File: config.mk
export PLATFORM = sky130hd
export DESIGN_NAME = seq_alu
export DESIGN_NICKNAME = d
export VERILOG_FILES = /design/src/rtl/alu_pkg.sv /design/src/rtl/seq_alu_mul.sv /design/src/rtl/seq_alu.sv
export SDC_FILE = /design/constraint.sdc
export NUM_CORES = 1
export LEC_CHECK = 0
export ABC_AREA = 1
export ABC_CLOCK_PERIOD_IN_PS = 2500
export BUFFER_PORTS_ARGS = -buffer_cell sky130_fd_sc_hd__buf_2
export CORE_ASPECT_RATIO = 1.5
export CORE_MARGIN = 4
export CORE_UTILIZATION = 64
export DETAILED_ROUTE_END_ITERATION = 12
export PLACE_DENSITY = 0.84
export SLEW_MARGIN = 40
export SYNTH_ARGS = -nofsm -noshare
export SYNTH_HDL_FRONTEND = slang
export SYNTH_SLANG_ARGS = --single-unit
File: constraint.sdc
create_clock -name clk -period 2.5 [get_ports clk]
set_input_delay 0.375 -clock clk [delete_from_list [all_inputs] [get_ports clk]]
set_output_delay 0.375 -clock clk [all_outputs]
set_load 0.05 [all_outputs]
File: src/rtl/alu_pkg.sv
`default_nettype none
// ============================================================================
// Module      : alu_pkg
// Description : Opcode enumeration and shared helpers for the combinational
//               ALU and the sequential seq_alu.
// Revision    : 1.0 - initial release
// ============================================================================
package alu_pkg;

    localparam int c_OP_W = 5;

    typedef enum logic [c_OP_W-1:0] {
        PASSTHROUGH     = 5'd0,
        ADD             = 5'd1,
        ADD_WITH_CIN    = 5'd2,
        SUBTRACT        = 5'd3,
        SUB_WITH_CIN    = 5'd4,
        TWOS_COMPLEMENT = 5'd5,
        INCREMENT       = 5'd6,
        DECREMENT       = 5'd7,
        AND             = 5'd8,
        OR              = 5'd9,
        XOR             = 5'd10,
        NOT             = 5'd11,
        ASR             = 5'd12,
        LSR             = 5'd13,
        SHIFT_LEFT      = 5'd14,
        ROTATE_LEFT     = 5'd15,
        MUL             = 5'd16,
        SHL_N           = 5'd17,
        LSR_N           = 5'd18,
        ASR_N           = 5'd19
    } alu_op_t;

    // Ops whose result comes straight off the shared adder; c_out is its carry.
    function automatic logic uses_adder(input alu_op_t op);
        return (op == ADD) || (op == ADD_WITH_CIN) || (op == SUBTRACT) ||
               (op == SUB_WITH_CIN) || (op == TWOS_COMPLEMENT) ||
               (op == INCREMENT) || (op == DECREMENT);
    endfunction

endpackage
`default_nettype wire

File: src/rtl/seq_alu_mul.sv
`default_nettype none
// ============================================================================
// Module      : seq_alu_mul
// Description : Iterative shift-add unsigned multiplier, one step per cycle.
//               The final step is presented combinationally while done is high.
// Revision    : 1.0 - initial release
// ============================================================================
module seq_alu_mul #(
    parameter int WIDTH = 8
) (
    input  logic                 clk,
    input  logic                 rst_n,
    input  logic                 start,
    input  logic [WIDTH-1:0]     mcand,
    input  logic [WIDTH-1:0]     mplier,
    output logic                 done,
    output logic [2*WIDTH-1:0]   product
);

    localparam int                 c_CNT_W = $clog2(WIDTH);
    localparam logic [c_CNT_W-1:0] c_LAST  = c_CNT_W'(WIDTH - 1);

    logic                 r_busy;
    logic [c_CNT_W-1:0]   r_iter;
    logic [WIDTH-1:0]     r_mcand;
    logic [2*WIDTH-1:0]   r_acc;
    logic [WIDTH:0]       w_upper;

    // Upper half accumulates the multiplicand; lower half holds remaining multiplier bits.
    always_comb begin
        w_upper = {1'b0, r_acc[2*WIDTH-1:WIDTH]};
        if (r_acc[0]) begin
            w_upper = w_upper + {1'b0, r_mcand};
        end
    end

    assign product = {w_upper, r_acc[WIDTH-1:1]};
    assign done    = r_busy && (r_iter == c_LAST);

    always_ff @(posedge clk or negedge rst_n) begin
        if (!rst_n) begin
            r_busy  <= 1'b0;
            r_iter  <= '0;
            r_mcand <= '0;
            r_acc   <= '0;
        end else if (start) begin
            r_busy  <= 1'b1;
            r_iter  <= '0;
            r_mcand <= mcand;
            r_acc   <= {{WIDTH{1'b0}}, mplier};
        end else if (r_busy) begin
            if (done) begin
                r_busy <= 1'b0;
            end else begin
                r_acc  <= product;
                r_iter <= r_iter + c_CNT_W'(1);
            end
        end
    end

endmodule
`default_nettype wire

File: src/rtl/seq_alu.sv
`default_nettype none
// ============================================================================
// Module      : seq_alu
// Description : Valid/ready sequential ALU with registered result and flags.
//               Define SEQ_ALU_MUL_EN to build the iterative MUL path.
// Revision    : 1.0 - initial release
// ============================================================================
module seq_alu
    import alu_pkg::*;
#(
    parameter int WIDTH = 8
) (
    input  logic             clk,
    input  logic             rst_n,
    input  logic [WIDTH-1:0] in_A,
    input  logic [WIDTH-1:0] in_B,
    input  logic             c_in,
    input  alu_op_t          op,
    input  logic             in_valid,
    output logic             in_ready,
    output logic [WIDTH-1:0] out,
    output logic             c_out,
    output logic             out_valid,
    input  logic             out_ready,
    output logic             f_zero,
    output logic             f_negative,
    output logic             f_overflow,
    output logic             f_parity
);

    localparam int             c_SH_W   = $clog2(WIDTH);
    localparam int             c_MSB    = WIDTH - 1;
    localparam logic [WIDTH-1:0] c_MIN_S = {1'b1, {(WIDTH-1){1'b0}}};
    localparam logic [WIDTH-1:0] c_MAX_S = {1'b0, {(WIDTH-1){1'b1}}};

    localparam logic [0:0] c_ST_IDLE     = 1'b0;
`ifdef SEQ_ALU_MUL_EN
    localparam logic [0:0] c_ST_MUL_BUSY = 1'b1;
`endif

    logic [0:0]       r_state;
    logic [0:0]       w_state_nxt;
    logic             w_accept;
    logic             w_load_alu;

    logic [WIDTH-1:0] w_add_a;
    logic [WIDTH-1:0] w_add_b;
    logic             w_add_cin;
    logic [WIDTH:0]   w_sum;
    logic [c_SH_W-1:0] w_shamt;
    logic [WIDTH:0]   w_shl;
    logic [WIDTH:0]   w_lsr;
    logic [WIDTH:0]   w_asr;

    logic [WIDTH-1:0] w_res;
    logic             w_carry;
    logic             w_ovf;

    logic             w_load;
    logic [WIDTH-1:0] w_fin_res;
    logic             w_fin_c;
    logic             w_fin_ovf;

`ifdef SEQ_ALU_MUL_EN
    logic               w_mul_start;
    logic               w_mul_done;
    logic [2*WIDTH-1:0] w_mul_prod;
`endif

    // ------------------------------------------------------------------
    // Combinational datapath
    // ------------------------------------------------------------------
    always_comb begin
        w_add_a   = in_A;
        w_add_b   = '0;
        w_add_cin = 1'b0;
        case (op)
            ADD:             begin w_add_b = in_B;  w_add_cin = 1'b0; end
            ADD_WITH_CIN:    begin w_add_b = in_B;  w_add_cin = c_in; end
            SUBTRACT:        begin w_add_b = ~in_B; w_add_cin = 1'b1; end
            SUB_WITH_CIN:    begin w_add_b = ~in_B; w_add_cin = c_in; end
            TWOS_COMPLEMENT: begin w_add_a = '0; w_add_b = ~in_A; w_add_cin = 1'b1; end
            INCREMENT:       begin w_add_b = '0;    w_add_cin = 1'b1; end
            DECREMENT:       begin w_add_b = '1;    w_add_cin = 1'b0; end
            default:         begin w_add_b = '0;    w_add_cin = 1'b0; end
        endcase
    end

    assign w_sum   = {1'b0, w_add_a} + {1'b0, w_add_b} + {{WIDTH{1'b0}}, w_add_cin};
    assign w_shamt = in_B[c_SH_W-1:0];

    // One guard bit beyond the word catches the last bit shifted off.
    assign w_shl = {1'b0, in_A} << w_shamt;
    assign w_lsr = {in_A, 1'b0} >> w_shamt;
    assign w_asr = $unsigned($signed({in_A, 1'b0}) >>> w_shamt);

    always_comb begin
        w_res   = in_A;
        w_carry = 1'b0;
        w_ovf   = 1'b0;
        if (uses_adder(op)) begin
            w_res   = w_sum[WIDTH-1:0];
            w_carry = w_sum[WIDTH];
        end
        case (op)
            ADD, ADD_WITH_CIN:
                w_ovf = (in_A[c_MSB] == in_B[c_MSB]) && (w_sum[c_MSB] != in_A[c_MSB]);
            SUBTRACT, SUB_WITH_CIN:
                w_ovf = (in_A[c_MSB] != in_B[c_MSB]) && (w_sum[c_MSB] != in_A[c_MSB]);
            TWOS_COMPLEMENT, DECREMENT:
                w_ovf = (in_A == c_MIN_S);
            INCREMENT:
                w_ovf = (in_A == c_MAX_S);
            AND:         w_res = in_A & in_B;
            OR:          w_res = in_A | in_B;
            XOR:         w_res = in_A ^ in_B;
            NOT:         w_res = ~in_A;
            ASR:         begin w_res = {in_A[c_MSB], in_A[c_MSB:1]}; w_carry = in_A[0]; end
            LSR:         begin w_res = {1'b0, in_A[c_MSB:1]};        w_carry = in_A[0]; end
            SHIFT_LEFT:  begin w_res = {in_A[c_MSB-1:0], 1'b0};        w_carry = in_A[c_MSB]; end
            ROTATE_LEFT: begin w_res = {in_A[c_MSB-1:0], in_A[c_MSB]}; w_carry = in_A[c_MSB]; end
            SHL_N:       begin w_res = w_shl[WIDTH-1:0]; w_carry = w_shl[WIDTH]; end
            LSR_N:       begin w_res = w_lsr[WIDTH:1];   w_carry = w_lsr[0]; end
            ASR_N:       begin w_res = w_asr[WIDTH:1];   w_carry = w_asr[0]; end
            default:     w_ovf = 1'b0;
        endcase
    end

    // ------------------------------------------------------------------
    // State machine
    // ------------------------------------------------------------------
    always_ff @(posedge clk or negedge rst_n) begin
        if (!rst_n) begin
            r_state <= c_ST_IDLE;
        end else begin
            r_state <= w_state_nxt;
        end
    end

    always_comb begin
        w_state_nxt = r_state;
`ifdef SEQ_ALU_MUL_EN
        case (r_state)
            c_ST_IDLE:     if (w_mul_start) w_state_nxt = c_ST_MUL_BUSY;
            c_ST_MUL_BUSY: if (w_mul_done)  w_state_nxt = c_ST_IDLE;
            default:       w_state_nxt = c_ST_IDLE;
        endcase
`endif
    end

    always_comb begin
        in_ready   = (r_state == c_ST_IDLE) && (!out_valid || out_ready);
        w_accept   = in_valid && in_ready;
`ifdef SEQ_ALU_MUL_EN
        w_mul_start = w_accept && (op == MUL);
        w_load_alu  = w_accept && (op != MUL);
`else
        w_load_alu  = w_accept;
`endif
    end

`ifdef SEQ_ALU_MUL_EN
    seq_alu_mul #(
        .WIDTH   (WIDTH)
    ) u_mul (
        .clk     (clk),
        .rst_n   (rst_n),
        .start   (w_mul_start),
        .mcand   (in_A),
        .mplier  (in_B),
        .done    (w_mul_done),
        .product (w_mul_prod)
    );
`endif

    // ------------------------------------------------------------------
    // Result register: ALU results and MUL completions are never coincident
    // ------------------------------------------------------------------
    always_comb begin
        w_load    = w_load_alu;
        w_fin_res = w_res;
        w_fin_c   = w_carry;
        w_fin_ovf = w_ovf;
`ifdef SEQ_ALU_MUL_EN
        if (w_mul_done) begin
            w_load    = 1'b1;
            w_fin_res = w_mul_prod[WIDTH-1:0];
            w_fin_c   = |w_mul_prod[2*WIDTH-1:WIDTH];
            w_fin_ovf = |w_mul_prod[2*WIDTH-1:WIDTH];
        end
`endif
    end

    always_ff @(posedge clk or negedge rst_n) begin
        if (!rst_n) begin
            out        <= '0;
            c_out      <= 1'b0;
            out_valid  <= 1'b0;
            f_zero     <= 1'b0;
            f_negative <= 1'b0;
            f_overflow <= 1'b0;
            f_parity   <= 1'b0;
        end else if (w_load) begin
            out        <= w_fin_res;
            c_out      <= w_fin_c;
            out_valid  <= 1'b1;
            f_zero     <= (w_fin_res == '0);
            f_negative <= w_fin_res[c_MSB];
            f_overflow <= w_fin_ovf;
            f_parity   <= ^w_fin_res;
        end else if (out_valid && out_ready) begin
            out_valid  <= 1'b0;
        end
    end

endmodule
`default_nettype wire

==> results of run 1 <==
## cell usage after synthesis (all sizes together)
master,n,share of area (%)
nand3,73,13
nor3,3,0.51
or2,1,0.21
nand4,16,3.4
buf,10,2.3
mux2i,1,0.34
nor2b,1,0.21
dfrtp,13,11
a21oi,12,2.0
nor2,58,9.2
o22ai,2,0.64
clkbuf,7,0.89
fa,2,1.4
o21ai,30,5.1
clkinv,2,0.25
xor2,3,0.89
ha,28,12
a21boi,1,0.25
inv,60,7.6
o211ai,15,4.0
xnor2,3,0.89
nand2,183,23
nand3b,3,0.76
## what timing repair did
item,4_1_cts
buffers inserted,4
resized for setup,23
endpoints found under the setup margin,6
pin swaps,18
## stage by stage
step	setup slack, ns	std cells	TNS, ns	utilization [%]	area [um^2]
CTS	-0.518	696	-0.870	88.5	3990
detailed placement	-0.894	688	-3.25	85.1	3830
floorplan	-0.565	527	-0.775	-	3010
global placement	-0.688	688	-1.74	85.1	3830
## per-layer routing
layer  GRT usage (%)  overflow
met2            87.6         9
met5            2.88         0
met1            64.3         0
met4            65.8        10
met3            39.5         0
## cell families after synthesis
group                    after synthesis  share of synthesized area [%]
buffers and inverters                 79                           11.1
multiplexers                           1                          0.340
XOR/XNOR                               6                           1.78
flip-flops                            13                           11.0
AO/OA/AOI/OAI                         60                           12.0
AND/OR/NAND/NOR                      338                           50.5
adder cells (fa/ha/maj)               30                           13.2
==> reports/results.ini, run 1 <==
[global_routing]
grtUsageTotal_pct = 64.6
grt_max_degree = 18
grt.overflow.total = 19

[synth]
yosysUniqueCellTypes = 33
ys_seq_elements = 13
avgSynthCellArea_um2 = 5.59
syn-num-nets = 583
yosysWarnings = 0
netlist_area_um2 = 2950
ys_seq_area_share_pct = 11.0
syn-instance-count = 527

[sta]
worst_endpoint_kind = register input
grt-worst-endpoint = f_parity$_DFFE_PN0P_/D

[cts]
htreeDepth = 1
cts_buffers = 3
cts_sinks = 13
postCtsHoldBufs = 0
clk_path_buf_depth = 2
clockRootBuffer = clkbuf_8

[floorplan]
die_h_um = 91.1
start_util_pct = 65.4
pin_count = 41
rows = 30
die_w_um = 63.4

[placed_design]
io_buffers = 40
gp_congestion = 1.05
dp_hpwl_mm = 9.37

[outcome]
error_line = [ERROR GRT-0232] Routing congestion too high. Check the congestion heatmap in the GUI.
haltStage = 5_1_grt
status = did not finish

==> run 2: changes to the inputs <==
--- a/config.mk
+++ b/config.mk
@@ -8,11 +8,10 @@
 export ABC_AREA = 1
 export ABC_CLOCK_PERIOD_IN_PS = 2500
 export BUFFER_PORTS_ARGS = -buffer_cell sky130_fd_sc_hd__buf_2
-export CORE_ASPECT_RATIO = 1.5
 export CORE_MARGIN = 4
-export CORE_UTILIZATION = 64
+export CORE_UTILIZATION = 40
 export DETAILED_ROUTE_END_ITERATION = 12
-export PLACE_DENSITY = 0.84
+export PLACE_DENSITY_LB_ADDON = 0.15
 export SLEW_MARGIN = 40
 export SYNTH_ARGS = -nofsm -noshare
 export SYNTH_HDL_FRONTEND = slang
==> reports/results.ini, run 2 <==
[sta]
finalSetupViolCount = 4
finalClockSkew_ns = 0.00231
maxSlewViolCount = 0
period_needed_ns = 3.00
holdWs_ns = 0.0117
maxSlewHeadroom_pct = 70.3
fin_crit_sh_pct = 120
worst_pin_slew_ns = 0.445
fmax_ghz = 0.333
layout_setup_ws_ns = -0.504
rsz0062_at_grt = yes
hold_violations = 0
tns_ns = -1.21

[worst_setup_path]
r2r_end = c_out
reg2reg_from = out_valid
critPathMaxFanout = 5
reg2reg_setup_slack_ns = 1.00
r2r_cells = 8
crit_arrival_ns = 3.11
crit_path_start_kind = input port
required_ns = 2.61
cp-end-kind = flop
critPathKind = in2reg

[synth]
syn-instance-count = 527  ; unchanged
post-synth-top-count-cell = nand2_1
ys_seq_area_share_pct = 11.0  ; unchanged
netlist_area_um2 = 2950  ; unchanged
synth_edf_count = 0  ; unchanged
postSynth.asyncResetShare_pct = 100  ; unchanged
synth_ff_type = dfrtp_1
yosysUniqueCellTypes = 33  ; unchanged
netlist.area_leader.share_pct = 23.0  ; unchanged
synth_area_leaders = nand2_1 (23%), nand3_1 (12%), ha_1 (12%)
yosys-top-cells-count = nand2_1 (181), nand3_1 (71), inv_1 (57), nor2_1 (49), ha_1 (28)
syn-num-nets = 583  ; unchanged
ys_seq_elements = 13  ; unchanged
avgSynthCellArea_um2 = 5.59  ; unchanged
yosys.area.top_type = nand2_1
yosysWarnings = 0  ; unchanged

[cts]
cts.clk_slew.worst_paths_ns = 0.05
worstSkewPairLatency_ns = 0.24
htreeDepth = 1  ; unchanged
cts_tree = done
clk_path_buf_depth = 2  ; unchanged
cts_buffers = 3  ; unchanged
clockRootBuffer = clkbuf_8
cts_sinks = 13  ; unchanged
postCtsHoldBufs = 0  ; unchanged

[finish]
largest_register_ff_count = 8
final_common_cell = nand2_1
fin_cells = 764
drive_above_1_share_pct = 32.8
final_area_um2 = 4340
final_cell_mix = nand2_1 (165), buf_4 (101), nand3_1 (63)
fillers = 727
syn_to_final_growth_pct = 47.2
nets = 722
max_flop_register = out
num_antenna_cells = 0

[global_routing]
grtUsageTotal_pct = 26.2
first_global_vias = 3772
grt.overflow.total = 0
grt_pass1_wl_mm = 18.6
grt_max_degree = 19
antenna_found_initial = 0

[pwr]
peakVddDrop_v = 0.000223
powerDensity_nw_per_um2 = 334
cellLeakagePower_nw = 2.40

[detailed_routing]
drtIter0Drc = 386
routed_wl_mm = 11.6
wire_per_inst_um = 15.2
first_pass_iters = 5
final_antenna_net_count = 0
vias = 4020
drc_errors = 0
avgViaCountPerCell = 5.26

[placed_design]
io_buffers = 40  ; unchanged
dp_hpwl_mm = 9.22  ; -1.7%
placed_area_um2 = 3960  ; +3.2%
place_inst = 747  ; +8.6%
gp_congestion = 0.959  ; -8.9%

[outcome]
status = complete, but fails checks
violations = negative setup slack

[worst_hold_path]
hold_path.class = in2async

[floorplan]
die_w_um = 93.8  ; +48%
start_util_pct = 40.9  ; -25 points
pin_count = 41  ; unchanged
core-area_um2 = 7210
die_h_um = 93.8  ; +3.0%
die_area_um2 = 8810
rows = 31  ; +3.3%

[job]
cap_violations = 0

==> run 2: worst max path at each step <==
stage / start / to / cells past startpoint
after global routing: op[1] / f_parity / 17
after floorplan: op[4] / f_parity / 21
final: op[1] / f_parity / 17
after detailed placement: op[0] / f_parity / 19
after global placement: op[1] / f_parity / 16
after CTS: op[3] / f_parity / 18
==> run 2: layout make-up <==
| cell class | instances | area (um^2) | share of cell area (%) |
|---|---|---|---|
| timing repair buffer | 151 | 1110 | 25.7 |
| sequential | 13 | 325 | 7.50 |
| clock buffer | 4 | 45.0 | 1.04 |
| tap | 99 | 124 | 2.85 |
| multi-input combinational | 435 | 2490 | 57.4 |
| inverter | 62 | 240 | 5.54 |
==> run 2: where the power goes <==
part,leakage (nW),switching [mW],internal [mW],total [mW]
sequential,0.162,0.0229,0.250,0.273
clock,0.0228,0.0714,0.112,0.184
combinational,2.22,0.600,0.391,0.990
total,2.40,0.694,0.753,1.45
==> run 2: cell families after synthesis <==
logic type	synth area share, %
buffers and inverters	11.1
AND/OR/NAND/NOR	50.5
XOR/XNOR	1.78
flip-flops	11.0
AO/OA/AOI/OAI	12.0
adder cells (fa/ha/maj)	13.2
multiplexers	0.340
==> run 2: through the flow <==
stage / util (%) / setup WS [ns] / power (mW)
final: 60.1 / -0.504 / 1.45
after global routing: 60.1 / -0.655 / 1.55
after global placement: 54.9 / -0.723 / 1.12
after CTS: 57.6 / -0.457 / 1.37
after floorplan: - / -0.565 / 0.812
after detailed placement: 54.9 / -0.796 / 1.13
==> run 2: per-layer routing <==
layer | vias up | GRT usage (%) | wire length (um)
met5 | - | 0 | 0
met4 | 0 | 7.94 | 361
met3 | 33 | 4.33 | 1010
met2 | 191 | 42.8 | 5240
met1 | 1790 | 35.3 | 4990
li1 | 2006 | - | -
==> run 2: repair_timing <==
action                                  CTS  global route
endpoints found under the setup margin    3             9
buffers inserted                          7            11
resized for setup                        30            34
pin swaps                                21            33
gates cloned                              0             0
==> run 2: worst max-delay path, cell delays in order <==
cell and delay [ns]:
buf_8 0.11, buf_6 0.12, nand2_1 0.09, nor2_1 0.08
nor3_1 0.29, nand2_2 0.12, fa_2 0.40, inv_2 0.07
fa_2 0.41, nand2_1 0.09, nand2_1 0.07, nor2_2 0.12
nor2_1 0.07, ha_1 0.32, xnor2_2 0.18, xnor2_1 0.13
o21ai_1 0.06
(Power assumes the default switching activity.)
==> run 3: changes to the inputs <==
--- a/config.mk
+++ b/config.mk
@@ -12,6 +12,7 @@
 export CORE_UTILIZATION = 40
 export DETAILED_ROUTE_END_ITERATION = 12
 export PLACE_DENSITY_LB_ADDON = 0.15
+export SETUP_SLACK_MARGIN = 0.1
 export SLEW_MARGIN = 40
 export SYNTH_ARGS = -nofsm -noshare
 export SYNTH_HDL_FRONTEND = slang
==> reports/results.ini, run 3 (synthesis gave the netlist of run 2 again) <==
[global_routing]
antenna_found_initial = 0  ; unchanged
grt.overflow.total = 0  ; unchanged
first_global_vias = 3850  ; +2.1%
grt_pass1_wl_mm = 19.0  ; +2.1%
grtUsageTotal_pct = 27.3  ; +1.1 points
grt_max_degree = 19  ; unchanged

[placed_design]
placed_area_um2 = 3980  ; +0.57%
io_buffers = 40  ; unchanged
dp_hpwl_mm = 9.33  ; +1.3%
place_inst = 750  ; +0.40%
gp_congestion = 0.996  ; +3.9%

[floorplan]
pin_count = 41  ; unchanged
start_util_pct = 40.9  ; unchanged
die_h_um = 93.8  ; unchanged
die_area_um2 = 8810  ; unchanged
core-area_um2 = 7210  ; unchanged
die_w_um = 93.8  ; unchanged
rows = 31  ; unchanged

[sta]
finalClockSkew_ns = 0.00122  ; -0.00109 ns
fmax_ghz = 0.335  ; +0.75%
fin_crit_sh_pct = 119  ; -0.89 points
finalSetupViolCount = 2  ; -2
worst_pin_slew_ns = 0.383  ; -0.0617 ns
rsz0062_at_grt = yes
layout_setup_ws_ns = -0.482  ; +0.0224 ns
hold_violations = 0  ; unchanged
maxSlewHeadroom_pct = 74.4  ; +4.2 points
maxSlewViolCount = 0  ; unchanged
period_needed_ns = 2.98  ; -0.0224 ns

[finish]
final_core_util_pct = 60.3  ; +0.16 points
multi_input_area_um2 = 2510  ; +0.75%
nets = 723  ; +0.14%
fillers = 728  ; +0.14%
final_area_um2 = 4350  ; +0.26%
final_common_cell = nand2_1
fin_cells = 765  ; +0.13%
regArea_um2 = 325  ; unchanged
max_flop_register = out
num_antenna_cells = 0  ; unchanged
syn_to_final_growth_pct = 47.6
largest_register_ff_count = 8  ; unchanged
drive_above_1_share_pct = 34.1  ; +1.3 points
final_cell_mix = nand2_1 (162), buf_4 (105), nand3_1 (60)

[detailed_routing]
drtIter0Drc = 285  ; -26%
vias = 4008  ; -0.30%
drc_errors = 0  ; unchanged
wire_per_inst_um = 15.6  ; +2.6%
final_antenna_net_count = 0  ; unchanged
first_pass_iters = 5  ; unchanged
avgViaCountPerCell = 5.24  ; -0.43%
routed_wl_mm = 11.9  ; +2.7%

[pwr]
switching_share_pct = 48.5  ; +0.60 points
peakVddDrop_v = 0.000218  ; -2.5%
combPwrFrac_pct = 68.0  ; -0.4 points
intPower_mw = 0.741  ; -1.7%
cellLeakagePower_nw = 2.40  ; about the same
p_switching_mw = 0.699  ; +0.70%
powerDensity_nw_per_um2 = 331  ; -0.80%
seq_power_share_pct = 18.9  ; about the same
p_clk_share_pct = 13.1  ; +0.4 points

[worst_setup_path]
critPathMaxFanout = 11  ; +6
cp-end-kind = flop
endpoint = f_parity
r2r_end = c_out
crit_path_start_kind = input port
reg2reg_from = out_valid
critPathKind = in2reg
required_ns = 2.63  ; +0.02 ns
crit_arrival_ns = 3.11  ; about the same
crit_path_start = op[1]
r2r_cells = 9  ; +1
reg2reg_setup_slack_ns = 1.13  ; +0.13 ns

[cts]
cts_buffers = 3  ; unchanged
worstSkewPairLatency_ns = 0.25  ; about the same
cts.clk_slew.worst_paths_ns = 0.05  ; about the same
htreeDepth = 1  ; unchanged
cts_sinks = 13  ; unchanged
clockRootBuffer = clkbuf_8
clk_path_buf_depth = 2  ; unchanged
postCtsHoldBufs = 0  ; unchanged
cts_tree = done

[worst_hold_path]
hold_path.class = in2async

[outcome]
violations = negative setup slack
status = complete, but fails checks

[job]
cap_violations = 0  ; unchanged

==> run 3: cell count changes in the layout (fill, tap and decap cells not counted), moves of 2 or more <==
cell / delta
buf_4: +4
nand2_1: -3
nand2_2: +3
nand3_1: -3
nand3_2: +3
buf_6: -2
nor2_2: +2
==> run 3: final cells by class <==
class | count | share of cell area [%]
multi-input combinational | 435 | 57.7
sequential | 13 | 7.48
timing repair buffer | 152 | 25.4
clock buffer | 4 | 1.04
inverter | 62 | 5.52
tap | 99 | 2.85
==> run 3: how the worst min path moves through the flow <==
stage,slack [ns],from,depth (start not counted),end
6_report,0.005,rst_n,1,out[7]
5_1_grt,0.02,rst_n,1,out[7]
4_1_cts,0.02,rst_n,1,out[7]
3_5_place_dp,0.27,rst_n,1,out[7]
3_3_place_gp,0.27,rst_n,1,out_valid
2_1_floorplan,0.08,rst_n,0,c_out
==> run 3: worst max-delay path, stage by stage <==
cell	delay [ns]
buf_8	0.11
buf_4	0.17
nand2_1	0.10
nor2_1	0.09
nor3_1	0.21
nand2_2	0.09
fa_2	0.39
inv_2	0.07
fa_2	0.43
nand2_2	0.07
nand2_1	0.06
nor2_2	0.15
nor2_1	0.06
ha_1	0.32
xnor2_2	0.18
xnor2_1	0.14
o21ai_1	0.09
==> run 3: per-stage QoR <==
step           total power, mW  TNS (ns)  hold WS, ns  worst slack (ns)
2_1_floorplan            0.812    -0.773       0.0794            -0.565
3_3_place_gp              1.13     -2.00        0.268            -0.714
6_report                  1.44    -0.596      0.00513            -0.482
3_5_place_dp              1.14     -2.72        0.273            -0.797
5_1_grt                   1.54     -1.25       0.0244            -0.638
4_1_cts                   1.38     -1.11       0.0155            -0.442
==> run 3: power groups by stage <==
stage	Clock, mW	Combinational, mW	Sequential, mW
final	0.189	0.978	0.272
after floorplan	0	0.397	0.414
after detailed placement	0	0.868	0.275
after CTS	0.191	0.921	0.272
after global routing	0.203	1.06	0.275
after global placement	0	0.857	0.273
==> run 3: layer usage <==
layer / wire length (um) / global-route usage (%)
met2: 5540 / 45.2
met4: 363 / 9.27
met5: 0 / 0
met3: 1020 / 3.21
met1: 4990 / 36.7
==> run 3: what timing repair did <==
action / 4_1_cts / 5_1_grt
pin swaps: 22 / 27
cloned: 0 / 0
setup endpoints to repair: 7 / 11
resized for setup: 27 / 40
buffers inserted: 19 / 3
==> run 4: changes to the inputs <==
--- a/config.mk
+++ b/config.mk
@@ -13,6 +13,7 @@
 export DETAILED_ROUTE_END_ITERATION = 12
 export PLACE_DENSITY_LB_ADDON = 0.15
 export SETUP_SLACK_MARGIN = 0.1
+export SKIP_CTS_REPAIR_TIMING = 1
 export SLEW_MARGIN = 40
 export SYNTH_ARGS = -nofsm -noshare
 export SYNTH_HDL_FRONTEND = slang
==> reports/results.ini, run 4 (synthesis gave the netlist of run 2 again) <==
[detailed_routing]
wire_per_inst_um = 15.0  ; -3.7%
routed_wl_mm = 11.4  ; -4.7%
first_pass_iters = 5  ; unchanged
vias = 3890  ; -2.9%
drc_errors = 0  ; unchanged
drtIter0Drc = 305  ; +7.0%
final_antenna_net_count = 0  ; unchanged
avgViaCountPerCell = 5.14  ; -1.9%

[sta]
maxSlewViolCount = 0  ; unchanged
tns_ns = -0.761  ; -0.165 ns
finalClockSkew_ns = 0.000689  ; -0.000531 ns
layout_setup_ws_ns = -0.475  ; +0.00727 ns
finalSetupViolCount = 3  ; +1
period_needed_ns = 2.97  ; -0.00727 ns
worst_pin_slew_ns = 0.380  ; -0.00366 ns
fin_crit_sh_pct = 119  ; -0.29 points
hold_violations = 0  ; unchanged
fmax_ghz = 0.336  ; +0.24%
maxSlewHeadroom_pct = 74.7  ; +0.24 points
rsz0062_at_grt = yes

[worst_setup_path]
crit_path_start_kind = input port
path_buf_inv = 3  ; unchanged
r2r_cells = 9  ; unchanged
cp-end-kind = flop
critPathKind = in2reg
path_cells = buf_4, buf_4, nand2_1, nor2_2, nor3_2, nand2_2, fa_2, inv_2, fa_2, nand2_1, nand2_1, nor2_2, nor2_1, ha_1, xnor2_2, xnor2_1, o21ai_1
required_ns = 2.63  ; about the same
reg2reg_from = out_valid
critPathMaxFanout = 11  ; unchanged
r2r_end = c_out
critPathMostFrequentCell = nand2_1
crit_arrival_ns = 3.10  ; about the same
reg2reg_setup_slack_ns = 1.13  ; about the same
slowest_delay_ns = 0.41  ; -0.02 ns
crit_slowest_cell = fa_2
critPathTopFamily = adder cells

[floorplan]
rows = 31  ; unchanged
die_h_um = 93.8  ; unchanged
die_area_um2 = 8810  ; unchanged
pin_count = 41  ; unchanged
start_util_pct = 40.9  ; unchanged
die_w_um = 93.8  ; unchanged
core-area_um2 = 7210  ; unchanged

[worst_hold_path]
hold_path.class = in2async

[outcome]
status = complete, but fails checks
violations = negative setup slack

[pwr]
powerDensity_nw_per_um2 = 333  ; +0.77%
power.total_mw = 1.41  ; -2.1%
peakVddDrop_v = 0.000228  ; +4.7%
cellLeakagePower_nw = 2.35  ; -2.3%

[finish]
final_core_util_pct = 58.6  ; -1.7 points
final_common_cell = nand2_1
syn_to_final_growth_pct = 43.4
largest_register_ff_count = 8  ; unchanged
drive_above_1_share_pct = 32.4  ; -1.7 points
final_cell_mix = nand2_1 (166), buf_4 (107), nand3_1 (63)
num_antenna_cells = 0  ; unchanged
max_flop_register = out
nets = 715  ; -1.1%

[placed_design]
gp_congestion = 0.996  ; unchanged
io_buffers = 40  ; unchanged
dp_hpwl_mm = 9.33  ; unchanged

[cts]
cts_tree = done
clk_path_buf_depth = 2  ; unchanged
cts.clk_slew.worst_paths_ns = 0.05  ; about the same
cts_sinks = 13  ; unchanged
htreeDepth = 1  ; unchanged
clockRootBuffer = clkbuf_8
worstSkewPairLatency_ns = 0.24  ; about the same
cts_buffers = 3  ; unchanged

[global_routing]
antenna_found_initial = 0  ; unchanged
grt.overflow.total = 0  ; unchanged
first_global_vias = 3663  ; -4.9%
grt_pass1_wl_mm = 18.0  ; -5.2%
grt_max_degree = 19  ; unchanged
grtUsageTotal_pct = 26.0  ; -1.3 points

[job]
cap_violations = 0  ; unchanged

## run 4: cell types whose count changed in the layout (fill, tap and decap cells not counted), sizes merged
cell and delta:
buf -8
## run 4: layout make-up
type                            instances  area, um^2
Multi-Input combinational cell        435        2490
Sequential cell                        13         325
Clock buffer                            4        45.0
Fill cell                             752        2990
Inverter                               62         238
Timing Repair Buffer                  144        1000
Tap cell                               99         124
## run 4: metal layers
layer / wire (um) / track usage [%] / up-vias
li1: - / - / 1993
met1: 4890 / 35.5 / 1725
met2: 5170 / 42.3 / 142
met3: 935 / 3.45 / 30
met4: 359 / 8.18 / 0
met5: 0 / 0 / -
## run 4: worst max path at each step
stage | startpoint | end | cells after the start
after floorplan | op[4] | f_parity | 21
after global placement | op[1] | f_parity | 21
after detailed placement | op[1] | f_parity | 21
after CTS | op[1] | f_parity | 19
after global routing | op[1] | f_parity | 24
final | op[1] | f_parity | 17
## run 4: power by group
part	leakage, nW	switching (mW)	internal, mW
clock	0.0228	0.0756	0.113
sequential	0.162	0.0208	0.250
combinational	2.16	0.587	0.363
## run 4: worst reg2reg max path, cell delays in order, from the launching register on
cell and delay, ns:
dfrtp_1 0.37, nand2_1 0.10, nand2_1 0.06, buf_4 0.18, inv_1 0.09, nand2_1 0.06, a21oi_1 0.11, nand3_1 0.14
nor2_1 0.12, nor2_1 0.05
## run 4: per-stage QoR
| step | hold WS (ns) | cells | worst slack (ns) | area [um^2] |
|---|---|---|---|---|
| floorplan | 0.0794 | 527 | -0.565 | 3010 |
| global placement | 0.268 | 750 | -0.714 | 3980 |
| detailed placement | 0.273 | 750 | -0.797 | 3980 |
| CTS | 0.0155 | 754 | -0.549 | 4030 |
| global route | 0.0244 | 757 | -0.708 | 4230 |
| finish | 0.00351 | 757 | -0.475 | 4230 |
